`config.mk`:
```
export PLATFORM = sky130hd
export DESIGN_NAME = trax_move_tx
export DESIGN_NICKNAME = d
export VERILOG_FILES = /design/src/rtl/trax_pkg.sv /design/src/rtl/uart_tx_byte.sv /design/src/rtl/trax_move_tx.sv
export SDC_FILE = /design/constraint.sdc
export NUM_CORES = 1
export LEC_CHECK = 0
export BUFFER_PORTS_ARGS = -buffer_cell sky130_fd_sc_hd__buf_2
export CORE_MARGIN = 3
export CORE_UTILIZATION = 56
export CTS_CLUSTER_DIAMETER = 60
export DETAILED_ROUTE_END_ITERATION = 10
export GPL_TIMING_DRIVEN = 0
export PLACE_DENSITY = 0.77
export SKIP_LAST_GASP = 1
export SLEW_MARGIN = 20
export SYNTH_ARGS = -nofsm -noshare
export SYNTH_HDL_FRONTEND = slang
export SYNTH_SLANG_ARGS = --single-unit
```
`constraint.sdc`:
```
create_clock -name clk -period 2.9 [get_ports clk]
set_clock_uncertainty 0.1 [all_clocks]
set_input_delay 0.435 -clock clk [delete_from_list [all_inputs] [get_ports clk]]
set_output_delay 0.435 -clock clk [all_outputs]
set_load 0.02 [all_outputs]
```
`src/rtl/trax_pkg.sv`:
```
// Shared Trax move definitions: tile codes, move-word field positions and the
// ASCII alphabet used on the serial link by both the move sender and receiver.
package trax_pkg;

    typedef enum logic [1:0] {
        TILE_NONE   = 2'b00,
        TILE_PLUS   = 2'b01,
        TILE_SLASH  = 2'b10,
        TILE_BSLASH = 2'b11
    } tile_e;

    localparam int MOVE_W  = 22;
    localparam int TILE_HI = 21;
    localparam int TILE_LO = 20;
    localparam int COL_HI  = 19;
    localparam int COL_LO  = 10;
    localparam int ROW_HI  = 9;
    localparam int ROW_LO  = 0;

    localparam logic [9:0] MAX_COL = 10'd26;
    localparam logic [9:0] MAX_ROW = 10'd999;

    localparam logic [7:0] ASCII_AT     = 8'h40;
    localparam logic [7:0] ASCII_ZERO   = 8'h30;
    localparam logic [7:0] ASCII_PLUS   = 8'h2B;
    localparam logic [7:0] ASCII_SLASH  = 8'h2F;
    localparam logic [7:0] ASCII_BSLASH = 8'h5C;
    localparam logic [7:0] ASCII_LF     = 8'h0A;

    // Column char, up to three row digits, tile char, LF.
    localparam int MAX_MOVE_BYTES = 6;

    typedef enum logic [1:0] {
        UART_IDLE,
        UART_START,
        UART_DATA,
        UART_STOP
    } uart_phase_e;

    function automatic logic [7:0] tile_char(input tile_e tile);
        case (tile)
            TILE_SLASH:  return ASCII_SLASH;
            TILE_BSLASH: return ASCII_BSLASH;
            default:     return ASCII_PLUS;
        endcase
    endfunction

endpackage

```
`src/rtl/uart_tx_byte.sv`:
```
// 8N1 byte serializer. A new byte may be loaded while idle or in the last cycle
// of the stop bit, so consecutive bytes follow each other with no idle gap.
module uart_tx_byte
    import trax_pkg::*;
#(
    parameter int CLKS_PER_BIT = 434  // must be at least 3
) (
    input  logic       clk,
    input  logic       reset,
    input  logic       load_i,
    input  logic [7:0] data_i,
    output logic       ready_o,
    output logic       phase_end_o,
    output logic       stop_near_o,
    output logic       tx_o
);

    localparam int CW = (CLKS_PER_BIT > 1) ? $clog2(CLKS_PER_BIT) : 1;
    localparam logic [CW-1:0] BAUD_LAST = CW'(CLKS_PER_BIT - 1);
    localparam logic [CW-1:0] BAUD_NEAR = CW'(CLKS_PER_BIT - 3);

    uart_phase_e   phase_q, phase_d;
    logic [CW-1:0] baud_q, baud_d;
    logic [2:0]    bit_q, bit_d;
    logic [7:0]    shift_q, shift_d;
    logic          baud_last;

    assign baud_last   = (baud_q == BAUD_LAST);
    assign ready_o     = (phase_q == UART_IDLE) || ((phase_q == UART_STOP) && baud_last);
    assign phase_end_o = baud_last && (phase_q != UART_IDLE) &&
                         ((phase_q != UART_DATA) || (bit_q == 3'd7));
    // Lets the sequencer run NEXT and LOAD inside the stop bit of a middle byte.
    assign stop_near_o = (phase_q == UART_STOP) && (baud_q == BAUD_NEAR);

    always_comb begin
        // NOTE: every next-state signal is defaulted first so no path infers a latch.
        phase_d = phase_q;
        bit_d   = bit_q;
        shift_d = shift_q;
        baud_d  = baud_last ? '0 : baud_q + 1'b1;
        case (phase_q)
            UART_IDLE: begin
                baud_d = '0;
                if (load_i) begin
                    phase_d = UART_START;
                    shift_d = data_i;
                end
            end
            UART_START: begin
                if (baud_last) begin
                    phase_d = UART_DATA;
                    bit_d   = 3'd0;
                end
            end
            UART_DATA: begin
                if (baud_last) begin
                    shift_d = shift_q >> 1;
                    bit_d   = bit_q + 3'd1;
                    if (bit_q == 3'd7) phase_d = UART_STOP;
                end
            end
            UART_STOP: begin
                if (baud_last) begin
                    if (load_i) begin
                        phase_d = UART_START;
                        shift_d = data_i;
                    end else begin
                        phase_d = UART_IDLE;
                    end
                end
            end
            default: phase_d = UART_IDLE;
        endcase
    end

    always_ff @(posedge clk) begin
        if (reset) begin
            phase_q <= UART_IDLE;
            baud_q  <= '0;
            bit_q   <= 3'd0;
            shift_q <= 8'hFF;
        end else begin
            phase_q <= phase_d;
            baud_q  <= baud_d;
            bit_q   <= bit_d;
            shift_q <= shift_d;
        end
    end

    always_comb begin
        case (phase_q)
            UART_START: tx_o = 1'b0;
            UART_DATA:  tx_o = shift_q[0];
            default:    tx_o = 1'b1;
        endcase
    end

endmodule

```
`src/rtl/trax_move_tx.sv`:
```
// Trax move sender: validates a move word, renders it as ASCII text
// (column, decimal row, tile, LF) and streams the bytes over a UART.
module trax_move_tx
    import trax_pkg::*;
#(
    parameter int CLKS_PER_BIT = 434
) (
    input  logic              clk,
    input  logic              reset,
    input  logic              start,
    input  logic [MOVE_W-1:0] move,
    output logic              busy,
    output logic              done,
    output logic              err,
    output logic              tx
);

    typedef enum logic [3:0] {
        IDLE, CHECK, CONVERT, LOAD, START, DATA, STOP, NEXT, FINISH
    } state_e;

    state_e            state_q, state_d;
    logic [MOVE_W-1:0] move_q, move_d;
    logic [9:0]        rem_q, rem_d;
    logic [3:0]        hund_q, hund_d;
    logic [3:0]        tens_q, tens_d;
    logic [2:0]        count_q, count_d;
    logic [2:0]        idx_q, idx_d;
    logic              err_q, err_d;
    logic [MAX_MOVE_BYTES-1:0][7:0] bytes_q, bytes_d;

    tile_e      mv_tile;
    logic [9:0] mv_col, mv_row;
    logic       move_invalid, last_byte;
    logic [2:0] fill;
    logic       uart_load, uart_ready, uart_phase_end, uart_stop_near;

    assign mv_tile      = tile_e'(move_q[TILE_HI:TILE_LO]);
    assign mv_col       = move_q[COL_HI:COL_LO];
    assign mv_row       = move_q[ROW_HI:ROW_LO];
    assign move_invalid = (mv_tile == TILE_NONE) || (mv_col > MAX_COL) || (mv_row > MAX_ROW);
    assign last_byte    = (idx_q == count_q - 3'd1);

    always_comb begin
        state_d   = state_q;
        move_d    = move_q;
        rem_d     = rem_q;
        hund_d    = hund_q;
        tens_d    = tens_q;
        count_d   = count_q;
        idx_d     = idx_q;
        bytes_d   = bytes_q;
        err_d     = 1'b0;
        uart_load = 1'b0;
        fill      = 3'd0;
        case (state_q)
            IDLE: begin
                if (start) begin
                    move_d  = move;
                    idx_d   = 3'd0;
                    state_d = CHECK;
                end
            end
            CHECK: begin
                if (move_invalid) begin
                    err_d   = 1'b1;
                    state_d = IDLE;
                end else begin
                    rem_d   = mv_row;
                    hund_d  = 4'd0;
                    tens_d  = 4'd0;
                    state_d = CONVERT;
                end
            end
            CONVERT: begin
                if (rem_q >= 10'd100) begin
                    rem_d  = rem_q - 10'd100;
                    hund_d = hund_q + 4'd1;
                end else if (rem_q >= 10'd10) begin
                    rem_d  = rem_q - 10'd10;
                    tens_d = tens_q + 4'd1;
                end else begin
                    // Remainder is the units digit; pack the text, skipping leading zeros.
                    bytes_d[0] = ASCII_AT + 8'(mv_col);
                    fill       = 3'd1;
                    if (hund_q != 4'd0) begin
                        bytes_d[fill] = ASCII_ZERO + 8'(hund_q);
                        fill          = fill + 3'd1;
                    end
                    if ((hund_q != 4'd0) || (tens_q != 4'd0)) begin
                        bytes_d[fill] = ASCII_ZERO + 8'(tens_q);
                        fill          = fill + 3'd1;
                    end
                    bytes_d[fill] = ASCII_ZERO + 8'(rem_q);
                    fill          = fill + 3'd1;
                    bytes_d[fill] = tile_char(mv_tile);
                    fill          = fill + 3'd1;
                    bytes_d[fill] = ASCII_LF;
                    count_d       = fill + 3'd1;
                    state_d       = LOAD;
                end
            end
            LOAD: begin
                uart_load = 1'b1;
                if (uart_ready) state_d = START;
            end
            START: if (uart_phase_end) state_d = DATA;
            DATA:  if (uart_phase_end) state_d = STOP;
            STOP: begin
                // The final stop bit runs to completion before done is reported.
                if (last_byte ? uart_phase_end : uart_stop_near) state_d = NEXT;
            end
            NEXT: begin
                if (last_byte) begin
                    state_d = FINISH;
                end else begin
                    idx_d   = idx_q + 3'd1;
                    state_d = LOAD;
                end
            end
            FINISH:  state_d = IDLE;
            default: state_d = IDLE;
        endcase
    end

    always_ff @(posedge clk) begin
        if (reset) begin
            state_q <= IDLE;
            move_q  <= '0;
            rem_q   <= '0;
            hund_q  <= 4'd0;
            tens_q  <= 4'd0;
            count_q <= 3'd0;
            idx_q   <= 3'd0;
            err_q   <= 1'b0;
        end else begin
            state_q <= state_d;
            move_q  <= move_d;
            rem_q   <= rem_d;
            hund_q  <= hund_d;
            tens_q  <= tens_d;
            count_q <= count_d;
            idx_q   <= idx_d;
            err_q   <= err_d;
        end
    end

    // NOTE: the byte buffer is not reset; it is always rewritten in CONVERT before any byte is read.
    always_ff @(posedge clk) begin
        bytes_q <= bytes_d;
    end

    uart_tx_byte #(
        .CLKS_PER_BIT(CLKS_PER_BIT)
    ) u_uart_tx_byte (
        .clk        (clk),
        .reset      (reset),
        .load_i     (uart_load),
        .data_i     (bytes_q[idx_q]),
        .ready_o    (uart_ready),
        .phase_end_o(uart_phase_end),
        .stop_near_o(uart_stop_near),
        .tx_o       (tx)
    );

    assign busy = (state_q != IDLE) && (state_q != FINISH);
    assign done = (state_q == FINISH);
    assign err  = err_q;

endmodule
```
# == After elaboration in Yosys (flattened, before gate mapping) ==
# Index checks and enable logic that the tools add are counted.
# word_totals
register_bits,121
latchBits,0
mem_bits_rw,0
romBits,0
output_inout_bits,4
elab_cells,200
n_memories,0
# classes
add_sub_neg,16
n_mul,0
n_div,0
order_cmp,13
n_eq_ne,36
n_shift,0
muxes,74
n_bitwise,6
n_reduce_logical,37
# ops
cell,n
$mux 48,4
$bwmux 48,3
$mux 8,15
$demux 8 s3,4
$mux 4,12
$and 36x36->36,1
$not 36->36,1
$mux 3,11
$pmux 4 s8,1
$mux 10,3
$bmux 8 s3,1
$pmux 8 s3,1
$ne 2x2->1 const B,11
$lt 3x4->1 const B,5
$pmux 10 s2,1
$add 3x1->3 const B,6
$eq 9x9->1 const B,2
$reduce_and 3->1,6
$eq 4x3->1 const B,4
$pmux 4 s2,2
$add 6x4->7 const A,2
$mux 2,7
$pmux 7 s2,1
$ge 3x1->1 const B,4
40 further kinds,74

# == Logic depth before layout (Yosys ltp) ==
# Gate-level depths: netlist of run 1.
# logic_depth
word_depth,18
depth_mapped,10

# == By module ==
# Synthesis of run 1 repeated with hierarchy kept, for this count alone.
# unflattened
cells_unflattened,650
hier_area_um2,6212.2
# modules_own_cells
mod,n_inst,cells_each,area_per_inst_um2,seq_area_each_um2
trax_move_tx,1,517,5033.6,2462.4
uart_tx_byte,1,133,1178.6,440.4

# == Worst setup path before layout of run 1 ==
# No wires, ideal clock.
# synth_timing
kind,register to register
from,register rem_q[4]
to,"register bytes_q[0] (netlist bit), enable pin"
arrival_ns,2.456
path_slack_ns,-0.067
path_stages_with_launch,6
path_buffers,1
period_less_slack_ns,2.967
path_cell_list,dfxtp_1 > clkbuf_1 > inv_1 > ha_1 > a21oi_1 > and3_1
# synth_between
elab_chain_cells,3
# synth_rtl
item,line_no,source
"start, declared",trax_move_tx.sv:24,"logic [9:0] rem_q, rem_d;"
"start signal, assigned",trax_move_tx.sv:139,rem_q <= rem_d;
$ge 10x4->1 or $ge 10x7->1 (tied branches),"trax_move_tx.sv:79, trax_move_tx.sv:76",
$not 1->1 (no line),-,
$reduce_and 3->1 (no line) (*),-,
"end signal, assigned",trax_move_tx.sv:150,bytes_q <= bytes_d;
"end, declared",trax_move_tx.sv:30,"logic [MAX_MOVE_BYTES-1:0][7:0] bytes_q, bytes_d;"
# Mark *: on every way between the ends. The rest lies on a longest branch, timed or not.
# A chain may end at the register's enable or synchronous reset.

# == Worst setup path in the final report of run 1 ==
# layout_timing
from,register rem_q[1]
to,register state_q[1]
# layout_between
elab_chain_cells,3
# layout_rtl
item,line_no,source
$ge 10x4->1 or $ge 10x7->1 (tied branches),"trax_move_tx.sv:79, trax_move_tx.sv:76",
$ne 2x2->1 (no line),-,
$reduce_and 7->1 (no line) (*),-,
"end signal, assigned",trax_move_tx.sv:137,state_q <= state_d;
"end, declared",trax_move_tx.sv:22,"state_e state_q, state_d;"
# Marked as above.

==> results.yml, run 1 <==
critical_path:
  end_kind: "flop"
  path_class: "reg2reg"
  path_max_fanout: 6
  crit_arrival_ns: 3.26
  start_kind: "flop"
  r2r_cells: 8
  worst_ep_required_time_ns: 3.26
  r2r_slack_ns: 0.001
place:
  port_buffers: 27
  place.gp.congestion: 0.929
  dp.cells: 813
  dpl.hpwl_um: 10700
  pre_cts_ws_ns: -0.290
floorplan:
  die_w_um: 111
  io_pins: 29
  start_util_pct: 58.8
  rows: 37
  coreArea_um2: 10500
  die_h_um: 111
  dieArea_um2: 12300
timing:
  tns_ns: 0
  rsz0062_at_grt: "true"
  hold_violations: 0
  maxSlewHeadroom_pct: 53.6
  period_needed_ns: 2.90
  tightestPinTransition_ns: 0.692
  drv_slew: 0
  post-route-worst-setup-slack_ns: 0.00120
  setup_viol: 0
  clock.fmax_ghz: 0.345
  finalCritPeriodShare_pct: 100
synthesis:
  ys_seq_area_share_pct: 47.0
  synth.avg_cell_area_um2: 9.51
  synth_cell_types: 68
  synth_nets: 701
  syn-cell-area_um2: 6180
  netlist_instances: 650
  synth_edf_count: 48
  yosysWarnings: 0
  ys.flop_type: "dfxtp_1"
  synth-seq-cells: 121
  async_flop_share_pct: 0
clock_network:
  cts_made_buffers: 17
  cts.sinks: 121
  cts_root_buf: "clkbuf_8"
  cts_tree: "built"
  path_clk_slew_ns: 0.06
  cts-htree-levels: 4
  ctsLongestPathBuffers: 2
  hold_buffers: 0
  clk_latency_ns: 0.53
route:
  postRouteAntennaNets: 0
  drt_drc_violations_left: 0
  routedWlPerCell_um: 18.0
  drt_iter0_markers: 595
  routed_wl_um: 15200
  num_vias: 5172
  vias_per_cell: 6.11
  first_pass_iters: 5
global_routing:
  grt_max_degree: 50
  grt_pass1_wl_um: 24800
  antenna_found_initial: 0
  grt.overflow.total: 0
  grt_use_total_pct: 25.1
  grt_pass1_vias: 5073
power_and_ir_drop:
  p_per_area_nw_per_um2: 625
  vdd.ir_drop.worst_v: 0.000524
  p_leak_nw: 2.70
cells_and_area:
  areaGrowthSynthToFinish_pct: 14.8
  nNetsFinal: 748
  drive_above_1_share_pct: 13.7
  instances_no_fill: 846
  n_antenna_cell: 0
  final_util_pct: 67.5
flow_run:
  cap_violations: 0
run_status:
  status: "completed"
hold_path:
  min_path_type: "in2reg"
  min_path_cells: 3
flip-flops by register name (all words and copies together) (netlist names):
signal / cells
err: 1
move_q: 22
u_uart_tx_byte.baud_q: 9
hund_q: 4
rem_q: 10
u_uart_tx_byte.bit_q: 3
u_uart_tx_byte.shift_q: 8
bytes_q: 48
count_q: 3
state_q: 4
tens_q: 4
idx_q: 3
u_uart_tx_byte.phase_q: 2
path summary, 6_finish.rpt:
path                                 from                 endpoint
setup / recovery    rem_q[1]$_SDFFE_PP0P_  state_q[1]$_SDFFE_PP0P_
hold reg to reg   move_q[17]$_SDFFE_PP0P_  move_q[17]$_SDFFE_PP0P_
hold / removal                   move[21]  move_q[21]$_SDFFE_PP0P_
setup reg to reg    rem_q[1]$_SDFFE_PP0P_  state_q[1]$_SDFFE_PP0P_
routing by layer:
layer	GRT usage, %	vias up	routed length, um
li1	-	2428	-
met1	31.5	2471	6390
met2	41.0	223	7400
met3	5.90	50	903
met4	11.7	0	541
met5	0	-	0
cell usage in the layout, fill, tap and decap left out, drive strengths merged, types with 7 or more instances in the layout:
cell	synthesis	layout
and2	8	8
nor2	52	52
clkbuf	39	56
nand3	14	14
ha	26	26
edfxtp	48	48
o211ai	14	14
xor2	9	9
inv	32	33
clkinv	0	8
dfxtp	73	73
buf	6	37
nand2	97	97
o22ai	11	11
mux4	8	8
or3	7	7
mux2i	22	22
nor3	11	11
a21oi	55	55
nand2b	7	7
o21ai	19	19
stage by stage:
| step | hold WS [ns] | total power, mW | area [um^2] |
|---|---|---|---|
| 2_1_floorplan | 0.336 | 2.32 | 6180 |
| 3_3_place_gp | 0.345 | 2.45 | 6480 |
| 3_5_place_dp | 0.347 | 2.48 | 6480 |
| 4_1_cts | 0.0262 | 4.43 | 7050 |
| 5_1_grt | 0.0320 | 4.60 | 7090 |
| 6_report | 0.0372 | 4.43 | 7090 |
report_power, final:
part	internal [mW]	switching, mW	leakage, nW
clock network	1.20	0.755	0.280
logic	0.204	0.370	1.39
registers	1.84	0.0572	1.03
total	3.25	1.18	2.70
critical path: stages, from the launching register on:
cell and delay (ns):
dfxtp_1 0.48, inv_1 0.16, ha_1 0.23, nand4b_1 0.14, o31a_1 0.27, a21oi_2 0.17, or4_4 0.60, or4_1 0.53
a21oi_1 0.15
cell usage after synthesis (all sizes together), types with 2 or more instances:
| cell type | n | area, um^2 |
|---|---|---|
| ha | 26 | 325 |
| inv | 32 | 120 |
| nand4b | 2 | 32.5 |
| xnor2 | 5 | 43.8 |
| or2 | 5 | 31.3 |
| nor2 | 52 | 198 |
| nand3 | 14 | 70.1 |
| or3 | 7 | 43.8 |
| buf | 6 | 30.0 |
| dfxtp | 73 | 1460 |
| a21oi | 55 | 279 |
| a41oi | 2 | 17.5 |
| a21o | 5 | 37.5 |
| o21a | 4 | 30.0 |
| a311oi | 2 | 17.5 |
| a2111oi | 3 | 45.1 |
| o22ai | 11 | 68.8 |
| mux4 | 8 | 180 |
| or4 | 2 | 18.8 |
| nor3 | 11 | 60.1 |
| edfxtp | 48 | 1440 |
| a221oi | 2 | 17.5 |
| a211oi | 6 | 45.0 |
| mux2i | 22 | 220 |
| o31a | 4 | 35.0 |
| a31oi | 3 | 18.8 |
| nand2b | 7 | 43.8 |
| nor2b | 2 | 12.5 |
| xor2 | 9 | 78.8 |
| o211ai | 14 | 105 |
| a22o | 4 | 35.0 |
| and3 | 4 | 25.0 |
| o31ai | 6 | 45.0 |
| o21bai | 2 | 15.0 |
| a32oi | 2 | 17.5 |
| and2 | 8 | 50.1 |
| o21ai | 19 | 95.1 |
| clkbuf | 39 | 146 |
| nand2 | 97 | 364 |
| nor4 | 4 | 25.0 |
| nand4 | 3 | 18.8 |
| a21boi | 2 | 15.0 |
final cells by class:
type / instances / area [um^2]
Buffer: 43 / 171
Multi-Input combinational cell: 452 / 3010
Fill cell: 790 / 3420
Clock inverter: 12 / 97.6
Timing Repair Buffer: 30 / 158
Clock buffer: 20 / 457
Sequential cell: 121 / 2900
Tap cell: 136 / 170
Inverter: 32 / 124
logic make-up (layout without fill, tap and decap cells):
family	Yosys count	in the layout	share of synthesized area [%]
buf+inv	77	137	4.80
fa+ha+maj	26	26	5.27
xor+xnor	15	15	2.35
simple gates	223	223	17.1
compound gates	157	157	16.8
flops	121	121	47.0
mux	31	31	6.66
what timing repair did:
item                                    in CTS  in global routing
pin swaps                                    0                  1
endpoints found under the setup margin      62                 15
gates resized for setup                      6                  6
setup buffers                                0                  3
(Power assumes the default switching activity.)
==> run 2, diff against run 1 <==
Settings changed: RECOVER_POWER set to 25.
==> run 2 against run 1 <==
The run now ends with negative setup slack left. Clock power barely moved. Cell count did not move. Worst setup slack got worse by 0.0059 ns. Utilization fell by 0.15 points. Clock-buffer cell count did not move. Non-clock buffer count did not move. Critical path depth did not move. Hold slack got worse by 0.0034 ns. Critical path type unchanged. Largest cell class unchanged.
==> results.yml, run 2 (synthesized netlist as in run 1, its figures left out) <==
run_status:
  status: "finished, violations left"
  violations: "negative setup slack"
power_and_ir_drop:
  vdd.ir_drop.worst_v: 0.000520
  p_switching_mw: 1.19
  p_leak_nw: 2.69
  p_int_mw: 3.25
  p_seq_share_pct: 42.8
  p_sw_share_pct: 26.8
  p_clk_share_pct: 44.3
  power_frac_comb_pct: 12.9
  p_per_area_nw_per_um2: 627
floorplan:
  rows: 37
  dieArea_um2: 12300
  die_w_um: 111
  coreArea_um2: 10500
  start_util_pct: 58.8
  io_pins: 29
  die_h_um: 111
hold_path:
  min-delay-start: "move[21]"
  min_to: "move_q[21]$_SDFFE_PP0P_"
  min_path_type: "in2reg"
  min_path_cells: 3
critical_path:
  r2r_slack_ns: -0.005
  path_class: "reg2reg"
  worst_ep_required_time_ns: 3.26
  reg2reg_to: "state_q[1]$_SDFFE_PP0P_"
  end_kind: "flop"
  r2r_cells: 8
  r2r_start: "rem_q[1]$_SDFFE_PP0P_"
  crit_arrival_ns: 3.27
  start_kind: "flop"
  path_max_fanout: 6
place:
  pre_cts_ws_ns: -0.290
  dpl.hpwl_um: 10700
  port_buffers: 27
  place.gp.congestion: 0.929
global_routing:
  grt.overflow.total: 0
  grt_use_total_pct: 25.1
  grt_pass1_vias: 5073
  grt_max_degree: 50
  grt_pass1_wl_um: 24800
  antenna_found_initial: 0
route:
  postRouteAntennaNets: 0
  drt_drc_violations_left: 0
  first_pass_iters: 5
  drt_iter0_markers: 603
  routed_wl_um: 15300
  routedWlPerCell_um: 18.0
  vias_per_cell: 6.15
  num_vias: 5207
clock_network:
  cts_made_buffers: 17
  cts_root_buf: "clkbuf_8"
  cts_tree: "built"
  clk_latency_ns: 0.53
  cts-htree-levels: 4
  path_clk_slew_ns: 0.06
  cts.sinks: 121
  ctsLongestPathBuffers: 2
  hold_buffers: 0
timing:
  hold_violations: 0
  maxSlewHeadroom_pct: 50.7
  rsz0062_at_grt: "true"
  finalCritPeriodShare_pct: 100
  hold-worst-slack_ns: 0.0337
  post-route-worst-setup-slack_ns: -0.00467
  tightestPinTransition_ns: 0.736
  clock.fmax_ghz: 0.344
  period_needed_ns: 2.90
  setup_viol: 1
  drv_slew: 0
cells_and_area:
  areaGrowthSynthToFinish_pct: 14.5
  seq_area_um2: 2900
  final.fill_count: 793
  largest_reg_flops: 48
  largest_register: "bytes_q"
  final_cell_mix: "nand2_1 (97), dfxtp_1 (72), a21oi_1 (52)"
  n_antenna_cell: 0
  nNetsFinal: 748
  drive_above_1_share_pct: 13.4
  top_regs: "bytes_q x48, move_q x22, rem_q x10"
  multi_input_area_um2: 3000
  final_common_cell: "nand2_1"
flow_run:
  cap_violations: 0
-- run 2: critical path: stages (launching register included) --
cell and delay, ns:
dfxtp_1 0.48, inv_1 0.16, ha_1 0.23, nand4b_1 0.15
o31a_1 0.27, a21oi_2 0.16, or4_4 0.60, or4_1 0.53
a21oi_1 0.15
-- run 2: worst max path at each step --
| stage | endpoint | slack [ns] | cells past startpoint | start |
|---|---|---|---|---|
| 2_1_floorplan | state_q[1]$_SDFFE_PP0P_ | 0.25 | 8 | rem_q[4]$_SDFFE_PP0P_ |
| 3_3_place_gp | bytes_q[3]$_DFFE_PP_ | -0.15 | 4 | state_q[2]$_SDFFE_PP0P_ |
| 3_5_place_dp | bytes_q[45]$_DFFE_PP_ | -0.29 | 4 | state_q[2]$_SDFFE_PP0P_ |
| 4_1_cts | state_q[1]$_SDFFE_PP0P_ | 0.006 | 8 | rem_q[1]$_SDFFE_PP0P_ |
| 5_1_grt | state_q[1]$_SDFFE_PP0P_ | -0.08 | 8 | rem_q[1]$_SDFFE_PP0P_ |
| 6_report | state_q[1]$_SDFFE_PP0P_ | -0.005 | 8 | rem_q[1]$_SDFFE_PP0P_ |
-- run 2: what timing repair did --
item,4_1_cts,5_1_grt
pin swaps,0,1
setup buffers,0,3
cloned,0,0
resized for setup,6,6
setup endpoints to repair,62,15
-- run 2: cell type report --
class,count,area share [%]
plain buffers,43,2.41
flip-flops and latches,121,41.1
clock inverters,12,1.38
repair buffers,30,2.21
multi-input cells,452,42.4
well taps,136,2.41
clock buffers,20,6.46
inverters,32,1.72
-- run 2: routing by layer --
metal  track usage, %  wire, um  up-vias
met5                0         0        -
met4             11.7       501        0
met3             5.90       961       48
met2             41.0      7450      239
met1             31.5      6360     2492
li1                 -         -     2428
-- run 2: power groups by stage --
stage          Sequential (mW)  Combinational [mW]  Clock [mW]
4_1_cts                   1.90               0.556        1.98
2_1_floorplan             1.91               0.402           0
3_5_place_dp              1.93               0.545           0
6_report                  1.90               0.572        1.97
5_1_grt                   1.91               0.629        2.06
3_3_place_gp              1.93               0.525           0
-- run 2: stage by stage --
step                util, %  std cells  total power, mW   TNS, ns  area (um^2)
CTS                    67.1        844             4.43         0         7050
global placement       61.7        813             2.45     -7.51         6480
global route           67.3        846             4.60    -0.127         7070
floorplan                 -        650             2.32         0         6180
finish                 67.3        846             4.44  -0.00467         7070
detailed placement     61.7        813             2.48    -14.60         6480
